## config.mk

```make
export PLATFORM = sky130hd
export DESIGN_NAME = fpga_device
export DESIGN_NICKNAME = d
export VERILOG_FILES = /design/src/rtl/fpga_device.sv
export SDC_FILE = /design/constraint.sdc
export NUM_CORES = 1
export LEC_CHECK = 0
export CAP_MARGIN = 20
export CORE_UTILIZATION = 50
export DETAILED_ROUTE_END_ITERATION = 10
export PLACE_DENSITY = 0.75
export RECOVER_POWER = 50
export SETUP_SLACK_MARGIN = 0.15
export SLEW_MARGIN = 20
export SYNTH_ARGS = -nofsm -noshare
export SYNTH_HDL_FRONTEND = slang
export SYNTH_SLANG_ARGS = --single-unit
```

## constraint.sdc

```tcl
create_clock -name clock -period 2.19 [get_ports clock]
set_input_delay 0.438 -clock clock [delete_from_list [all_inputs] [get_ports clock]]
set_output_delay 0.438 -clock clock [all_outputs]
set_load 0.05 [all_outputs]
```

## src/rtl/fpga_device.sv

```systemverilog
// Single-digit decimal up/down counter that drives a seven-segment display.
// Latency: switches take 2 clocks to reach the core; a step occurs every TICK unpaused clocks; the display follows the digit combinationally.
// Backpressure: none. The pause switch freezes both the prescaler and the digit.
//
// Ports:
//   clock      - system clock; all state changes on the rising edge
//   reset      - asynchronous active-low reset
//   io_sw0     - direction switch, asynchronous (1 = up, 0 = down)
//   io_sw1     - pause switch, asynchronous (1 = freeze)
//   io_display - segments {g,f,e,d,c,b,a}, active-high
module fpga_device #(
    parameter int TICK = 4
) (
    input  logic       clock,
    input  logic       reset,
    input  logic       io_sw0,
    input  logic       io_sw1,
    output logic [6:0] io_display
);

    // With TICK=1 the counter is a single bit pinned at 0, so step fires on
    // every unpaused cycle.
    localparam int            CW       = (TICK > 1) ? $clog2(TICK) : 1;
    localparam logic [CW-1:0] TICK_MAX = CW'(TICK - 1);

    logic          dir_meta;
    logic          dir;
    logic          pause_meta;
    logic          pause;
    logic [CW-1:0] tick_cnt;
    logic          step;
    logic [3:0]    digit;
    logic [3:0]    digit_nxt;

    // Two-flop synchronizers for the asynchronous switches.
    always_ff @(posedge clock or negedge reset) begin
        if (!reset) begin
            dir_meta   <= 1'b0;
            dir        <= 1'b0;
            pause_meta <= 1'b0;
            pause      <= 1'b0;
        end else begin
            dir_meta   <= io_sw0;
            dir        <= dir_meta;
            pause_meta <= io_sw1;
            pause      <= pause_meta;
        end
    end

    // The prescaler holds while paused, so a resume continues the
    // interrupted period instead of restarting it.
    assign step = !pause && (tick_cnt == TICK_MAX);

    always_ff @(posedge clock or negedge reset) begin
        if (!reset) begin
            tick_cnt <= '0;
        end else if (!pause) begin
            if (tick_cnt == TICK_MAX) begin
                tick_cnt <= '0;
            end else begin
                tick_cnt <= tick_cnt + 1'b1;
            end
        end
    end

    // Next digit on a step. Out-of-range values (10..15) are unreachable,
    // but if present they recover to 0 in either direction.
    always_comb begin
        digit_nxt = 4'd0;
        if (digit > 4'd9) begin
            digit_nxt = 4'd0;
        end else if (dir) begin
            digit_nxt = (digit == 4'd9) ? 4'd0 : digit + 4'd1;
        end else begin
            digit_nxt = (digit == 4'd0) ? 4'd9 : digit - 4'd1;
        end
    end

    always_ff @(posedge clock or negedge reset) begin
        if (!reset) begin
            digit <= 4'd0;
        end else if (step) begin
            digit <= digit_nxt;
        end
    end

    // Seven-segment decoder, bit 0 = segment a.
    always_comb begin
        io_display = 7'b1000000;
        case (digit)
            4'd0:    io_display = 7'b0111111;
            4'd1:    io_display = 7'b0000110;
            4'd2:    io_display = 7'b1011011;
            4'd3:    io_display = 7'b1001111;
            4'd4:    io_display = 7'b1100110;
            4'd5:    io_display = 7'b1101101;
            4'd6:    io_display = 7'b1111101;
            4'd7:    io_display = 7'b0000111;
            4'd8:    io_display = 7'b1111111;
            4'd9:    io_display = 7'b1101111;
            default: io_display = 7'b1000000;
        endcase
    end

endmodule

```

==> flow_summary.yaml, run 1 <==
outcome:
  status: "completed"
floorplanning:
  die_h_um: 39.1
  start_util_pct: 53.6
  die_area_sq_mm: 0.00153
  rows: 13
  fp.dieW_um: 39.1
  core_area_sq_mm: 0.00128
  io_pins: 11
place:
  io_buffers: 10
  dp_hpwl_mm: 1.11
  routabilityCongestion: 0.855
grt:
  gr-total-overflow: 0
  busiest_layer: "met1"
  grt_max_degree: 14
  grt_use_total_pct: 25.6
  met1_usage_pct: 38.1
  grt_pass1_vias: 527
  grt_first_pass_wirelength_mm: 2.52
  met3_usage_pct: 2.89
  grt.met2_usage_pct: 34.6
  antenna_found_initial: 0
clock_tree:
  clk-insertion-delay-late_ps: 270
  numCtsBuffers: 3
  clkSinkCount: 10
  cts-htree-levels: 1
  cts.path.max_buffers: 2
  root_buffer: "clkbuf_4"
  ctsHoldBuffers: 0
  cts_tree: "done"
  clkTransAtPathRegs_ps: 80
setup_path:
  path_buf_inv: 2
  rr_worst_depth: 5
  cp_max_fo: 4
  ff2ff_setup_slack_ps: 510
  critPathMaxStageDelay_ps: 360
  crit_family: "flip-flops"
  crit_path_cell_trace: "inv_2, ha_1, a21oi_1, or2_2, buf_4"
  path_depth: 5
  critical_path_arrival_ps: 1620
  cp_slowest_cell: "dfrtp_1"
  required_ps: 1750
  cp-end-kind: "primary output"
  cp-start-kind: "flop"
  path_class: "flop to primary output"
  reg2reg_to: "digit[2]"
  timing.rr.start: "digit[3]"
job:
  maxCapViolations: 0
route:
  detail_route.wl_per_cell_um: 15.0
  drc: 0
  first_pass_iters: 4
  vias: 626
  ant_nets: 0
  drt_iter0_drc: 23
  vias_per_cell: 5.80
  finalWirelength_mm: 1.62
sta:
  hold_viol: 0
  finalCritPeriodShare_pct: 93.7
  worstMarginPinSlew_ps: 449
  maxSlewViolCount: 0
  rsz0062_at_grt: "true"
  period_minus_slack_ps: 2050
  fin_tns_setup_ps: 0
  setup_violations: 0
  skew_ps: 6.66
  maxSlewHeadroom_pct: 70.0
  fmax_ghz: 0.487
min_path:
  hold_class: "flop to flop"
  whs_endpoint: "dir"
  whs_path_depth: 0
  hp-start: "dir_meta"
final_layout:
  nets: 107
  synthToLayoutAreaGrowth_pct: 40.4
  drive_gt1_share_pct: 35.5
  diodes: 0
  mostFrequentLayoutCell: "dfrtp_1"
  layout_common_cells: "dfrtp_1, ha_1, buf_4"
yosys:
  syn_inst: 74
  synth_fp_nets: 87
  synth_seq_area_share_pct: 36.4
  synth_area_per_cell_sq_um: 9.30
  ys_warn_count: 0
  ys_ff_latch: 10
  syn_area_sq_um: 688
  synth.distinct_cells: 28
==> stage by stage <==
stage | area [sq um] | utilization (%) | setup slack [ps] | instances | hold slack (ps)
2_1_floorplan | 699 | - | 31.9 | 74 | 142
5_1_grt | 966 | 75.2 | 87.3 | 108 | 358
3_5_place_dp | 890 | 69.2 | 409 | 100 | 336
6_report | 966 | 75.2 | 137 | 108 | 351
4_1_cts | 927 | 72.2 | 137 | 104 | 351
3_3_place_gp | 890 | 69.2 | 410 | 100 | 333
==> state kept, by name, indices dropped and copies added (netlist names) <==
signal,flops
pause,1
digit,4
tick_cnt,2
pause_meta,1
dir,1
dir_meta,1
==> cell usage after synthesis, drive strengths merged <==
cell	n	area, sq um
clkbuf	1	3.75
a211oi	1	7.51
dfrtp	10	250
a22o	1	8.76
buf	1	5.00
a31o	1	8.76
nor2b	2	12.5
or2	2	12.5
nand2	2	7.51
inv	5	18.8
nor2	7	28.8
o31ai	1	7.51
or3	1	6.26
a21o	1	7.51
and3	1	6.26
nor3	1	5.00
or3b	1	11.3
nand2b	4	25.0
mux2	1	11.3
ha	9	113
o211ai	2	15.0
o21ai	10	50.0
o311ai	1	8.76
a21oi	4	20.0
a32o	3	30.0
o21a	1	7.51
==> kinds of logic after synthesis <==
| family | after synthesis | share of synthesized area (%) |
|---|---|---|
| compound gates | 26 | 24.9 |
| fa+ha+maj | 9 | 16.4 |
| buf+inv | 7 | 4.00 |
| flops | 10 | 36.4 |
| mux | 1 | 1.64 |
| simple gates | 21 | 16.7 |
==> metal layers <==
metal / vias to the layer above / part of all wire, %
li1: 304 / -
met1: 306 / 48
met2: 14 / 48
met3: 2 / 3.2
met4: 0 / 0.99
met5: - / 0
==> worst max-delay path by stage <==
| stage | end | startpoint |
|---|---|---|
| after global routing | io_display[1] | digit[0] |
| after CTS | io_display[1] | digit[0] |
| after detailed placement | io_display[1] | digit[0] |
| after floorplan | io_display[3] | digit[0] |
| final | io_display[1] | digit[0] |
| after global placement | io_display[1] | digit[0] |
==> repair_timing <==
action | CTS | global route
gates resized for setup | 2 | 4
endpoints found under the setup margin | 3 | 5
buffers inserted | 0 | 4
==> area by class of cell <==
type	count	area, sq um
flip-flops and latches	10	251
clock buffers	4	36.3
repair buffers	17	210
well taps	15	18.8
fillers	92	319
multi-input cells	57	430
inverters	5	18.8
Power of run 1 is not shown: default switching activity piles up to over one toggle a cycle in this logic, so the estimate is an artifact.
==> run 2, diff against run 1 <==
--- a/constraint.sdc
+++ b/constraint.sdc
@@ -3,2 +3,2 @@
 set_output_delay 0.438 -clock clock [all_outputs]
-set_load 0.05 [all_outputs]
+set_load 0.02 [all_outputs]
==> flow_summary.yaml, run 2 (same netlist as run 1, synthesis figures left out) <==
floorplanning:
  core_area_sq_mm: 0.00128
  io_pins: 11
  rows: 13
  start_util_pct: 53.6
  fp.dieW_um: 39.1
  die_area_sq_mm: 0.00153
  die_h_um: 39.1
sta:
  fmax_ghz: 0.502
  maxSlewHeadroom_pct: 70.8
  worstMarginPinSlew_ps: 436
  rsz0062_at_grt: "true"
  setup_violations: 0
  period_minus_slack_ps: 1990
  timing.hold.ws_ps: 337
  hold_viol: 0
  maxSlewViolCount: 0
  skew_ps: 11.2
  finalCritPeriodShare_pct: 91.0
  fin_tns_setup_ps: 0
setup_path:
  cp_slowest_cell: "dfrtp_1"
  path_buf_inv: 2
  crit_family: "flip-flops"
  required_ps: 1750
  critical_path_arrival_ps: 1550
  critPathMaxStageDelay_ps: 400
  crit_path_cell_trace: "buf_6, ha_1, a21oi_1, or2_2, clkdlybuf4s15_2"
  cp_max_fo: 6
  path_class: "flop to primary output"
  cp-start-kind: "flop"
  cp-end-kind: "primary output"
pwr:
  clock_power_share_pct: 10.9
  pwr-share-comb_pct: 68.7
  power_density_mw_per_mm2: 1670
  power.net_switching_uw: 680
  p_int_uw: 801
  peakVddDrop_uv: 1030
  p_leak_uw: 0.000404
  p_seq_share_pct: 20.4
  sw_frac_of_total_pct: 45.9
  finalPower_uw: 1480
clock_tree:
  clkTransAtPathRegs_ps: 70
  cts.path.max_buffers: 2
  numCtsBuffers: 3
  cts-htree-levels: 1
  clkSinkCount: 10
  clk-insertion-delay-late_ps: 260
  ctsHoldBuffers: 0
  root_buffer: "clkbuf_4"
  cts_tree: "done"
route:
  drc: 0
  finalWirelength_mm: 1.42
  drt_iter0_drc: 11
  vias_per_cell: 5.54
  vias: 598
  first_pass_iters: 4
  ant_nets: 0
  detail_route.wl_per_cell_um: 13.1
final_layout:
  largest_register: "digit"
  mostFrequentLayoutCell: "dfrtp_1"
  synthToLayoutAreaGrowth_pct: 28.5
  nets: 107
  layout_common_cells: "dfrtp_1, o21ai_0, ha_1"
  stdcell_count: 108
  largest_registers: "digit: 4 flops, tick_cnt: 2 flops"
  diodes: 0
  post-route-util_pct: 68.8
  drive_gt1_share_pct: 32.3
  largest_register_ffs: 4
grt:
  grt_pass1_vias: 539
  grt_max_degree: 17
  gr-total-overflow: 0
  grt_use_total_pct: 22.0
  grt_first_pass_wirelength_mm: 2.28
  antenna_found_initial: 0
outcome:
  status: "completed"
place:
  dp_hpwl_mm: 1.05
  dp.cells: 104
  routabilityCongestion: 0.875
  io_buffers: 10
min_path:
  hold_class: "flop to flop"
job:
  maxCapViolations: 0
==> run 2: changes by cell type in the layout (fill, tap and decap cells not counted), sizes merged <==
cell | before | now
buf | 14 | 13
clkdlybuf4s15 | 0 | 1
==> run 2: metrics by stage <==
step / setup slack, ps / instance area, sq um
4_1_cts: 153 / 886
2_1_floorplan: 266 / 688
6_report: 197 / 885
3_3_place_gp: 29.8 / 851
3_5_place_dp: 39.9 / 851
5_1_grt: 150 / 885
==> run 2: path summary, 6_finish.rpt <==
kind / from / endpoint / slack (ps) / cells past startpoint
max in group asynchronous: reset / digit[2] / 1320 / 1
worst max register to register: digit[0] / digit[2] / 590 / 6
worst max-delay path: digit[1] / io_display[6] / 200 / 5
worst min-delay path: pause_meta / pause / 340 / 0
min in group asynchronous: reset / digit[3] / 550 / 1
worst min register to register: pause_meta / pause / 340 / 0
==> run 2: worst register-to-register path, stage by stage, from the launching register on <==
cell and delay (ps):
dfrtp_1 390, inv_2 130, ha_1 220, nand2b_1 60
and3_1 170, or3_1 300, a32o_1 240
==> run 2: area by class of cell <==
type	count	area (sq um)
timing repair buffer	17	131
tap	15	18.8
multi-input combinational	57	428
fill	100	400
inverter	5	18.8
sequential	10	251
clock buffer	4	36.3
==> run 2: power groups by stage <==
stage | Sequential (uW) | Combinational [uW] | Clock (uW)
after floorplan | 307 | 613 | 0
after CTS | 296 | 1000 | 167
after global placement | 294 | 1030 | 0
after global routing | 311 | 1110 | 177
after detailed placement | 295 | 1040 | 0
final | 303 | 1020 | 162
==> run 2: timing repair <==
action | CTS | global route
endpoints found under the setup margin | 7 | 5
hold endpoints to repair | 0 | 0
pin swaps | 0 | 0
resized for setup | 34 | 7
setup buffers | 0 | 0
==> run 2: layer usage <==
layer | share of wire, % | wire length, um | up-vias | GRT usage [%]
li1 | - | - | 301 | -
met1 | 50 | 709 | 288 | 32.1
met2 | 46 | 648 | 9 | 32.1
met3 | 4.0 | 57 | 0 | 8.67
met4 | 0 | 0 | 0 | 0
met5 | 0 | 0 | - | 0
Power figures use the tool's default switching activity.
==> run 3, diff against run 2 <==
Settings changed: ABC_AREA set to 1, CORE_UTILIZATION 50 to 51, PLACE_DENSITY 0.75 to 0.76.
==> flow_summary.yaml, run 3 <==
outcome:
  status: "completed"
yosys:
  netlist_top_cells_area: "dfrtp_1, nand2_1, ha_1, nand3_1, a21oi_1"
  synth_top_area_share_pct: 34.8
  synth_seq_area_share_pct: 34.8
  synth.distinct_cells: 22
  synth_largest_area_cell: "dfrtp_1"
  synth_most_common_cell: "nand2_1"
  ys_warn_count: 0
  ys_ff_latch: 10
  synth_area_per_cell_sq_um: 7.98
  synth_edf_count: 0
  syn_area_sq_um: 718
  synth_fp_nets: 103
  ys.flop_type: "dfrtp_1"
  async_flop_share_pct: 100
  synth_commonest_cells: "nand2_1, dfrtp_1, ha_1"
  syn_inst: 90
route:
  detail_route.wl_per_cell_um: 12.3
  vias: 670
  vias_per_cell: 5.32
  first_pass_iters: 4
  drt_iter0_drc: 13
  drc: 0
  finalWirelength_mm: 1.54
  ant_nets: 0
job:
  maxCapViolations: 0
setup_path:
  cp-start-kind: "flop"
  cp-end-kind: "primary output"
  critical_path_arrival_ps: 1540
  path_class: "flop to primary output"
  required_ps: 1750
  cp_max_fo: 5
clock_tree:
  clk-insertion-delay-late_ps: 260
  clkTransAtPathRegs_ps: 60
  cts_tree: "done"
  numCtsBuffers: 3
  root_buffer: "clkbuf_4"
  cts.path.max_buffers: 2
  clkSinkCount: 10
  cts-htree-levels: 1
sta:
  timing.hold.ws_ps: 342
  rsz0062_at_grt: "true"
  finalCritPeriodShare_pct: 90.3
  maxSlewHeadroom_pct: 69.7
  worstMarginPinSlew_ps: 453
  fmax_ghz: 0.506
  fin_tns_setup_ps: 0
  skew_ps: 5.15
  period_minus_slack_ps: 1980
  hold_viol: 0
  setup_violations: 0
  maxSlewViolCount: 0
pwr:
  power_density_mw_per_mm2: 1650
  finalPower_uw: 1490
  peakVddDrop_uv: 1250
  p_leak_uw: 0.000472
floorplanning:
  rows: 13
  core_area_sq_mm: 0.00130
  die_h_um: 39.5
  io_pins: 11
  fp.dieW_um: 39.5
  die_area_sq_mm: 0.00156
  start_util_pct: 55.2
grt:
  grt_pass1_vias: 536
  antenna_found_initial: 0
  grt_use_total_pct: 22.6
  gr-total-overflow: 0
  grt_max_degree: 11
  grt_first_pass_wirelength_mm: 2.36
final_layout:
  synthToLayoutAreaGrowth_pct: 25.4
  largest_register_ffs: 4
  largest_registers: "digit: 4 flops, tick_cnt: 2 flops"
  mostFrequentLayoutCell: "nand2_1"
  fill_cells: 113
  drive_gt1_share_pct: 24.3
  largest_register: "digit"
  nets: 126
  diodes: 0
  layout_common_cells: "nand2_1, buf_4, dfrtp_1"
place:
  routabilityCongestion: 0.846
  dp_hpwl_mm: 1.14
  io_buffers: 10
min_path:
  hold_class: "flop to flop"
==> run 3: cell count changes after synthesis, moves of 3 or more <==
cell      previous run  this run
a32o_1               3         0
nand2b_1             4         0
nand3_1              0         6
o21ai_0              9         1
a31oi_1              0         3
nand2_1              2        33
==> run 3: worst paths after layout <==
kind,startpoint,to,slack (ps),cells past startpoint
setup / recovery,digit[0],io_display[3],210,5
hold / removal,pause_meta,pause,340,0
setup reg to reg,digit[0],digit[1],690,7
hold reg to reg,pause_meta,pause,340,0
max in group asynchronous,reset,digit[0],1320,1
min in group asynchronous,reset,tick_cnt[1],560,1
==> run 3: layout make-up <==
class                           instances  area [sq um]  share of cell area, %
Multi-Input combinational cell         71           423                   46.9
Sequential cell                        10           250                   27.8
Timing Repair Buffer                   20           158                   17.5
Inverter                                7          28.8                   3.19
Clock buffer                            3          22.5                   2.50
Tap cell                               15          18.8                   2.08
==> run 3: cell families after synthesis <==
| family | after synthesis | synth area share, % |
|---|---|---|
| compound gates | 12 | 10.6 |
| simple gates | 50 | 31.9 |
| buf+inv | 9 | 6.97 |
| fa+ha+maj | 9 | 15.7 |
| flops | 10 | 34.8 |
==> run 3: worst max-delay path, cell delays in order, from the launching register on <==
cell and delay (ps):
dfrtp_1 410, inv_2 80, ha_1 350, nand2_1 70, a31oi_1 170, clkbuf_2 190
==> run 3: metrics by stage <==
stage	util [%]	cells	setup slack (ps)	area [sq um]
floorplan	-	90	291	718
finish	69.2	126	213	901
global route	69.2	126	116	901
global placement	67.3	121	32.3	876
CTS	68.8	125	44.3	896
detailed placement	67.3	121	13.3	876
==> run 3: per-layer routing <==
layer,track usage (%),part of all wire (%),vias to the layer above
met4,0.862,0,0
li1,-,-,340
met1,31.5,50,317
met5,0,0,-
met2,32.8,46,13
met3,10.8,3.4,0
==> run 3: power breakdown <==
part           internal [uW]  leakage [uW]  switching (uW)
clock                   63.1     0.0000138            56.0
sequential               242      0.000121            67.2
combinational            431      0.000337             627
total                    737      0.000472             750
==> run 3: repair_timing <==
item | in CTS | in global routing
pin swaps | 0 | 0
hold buffers | 0 | 0
resized for setup | 20 | 8
buffers inserted | 1 | 1
setup endpoints to repair | 7 | 6
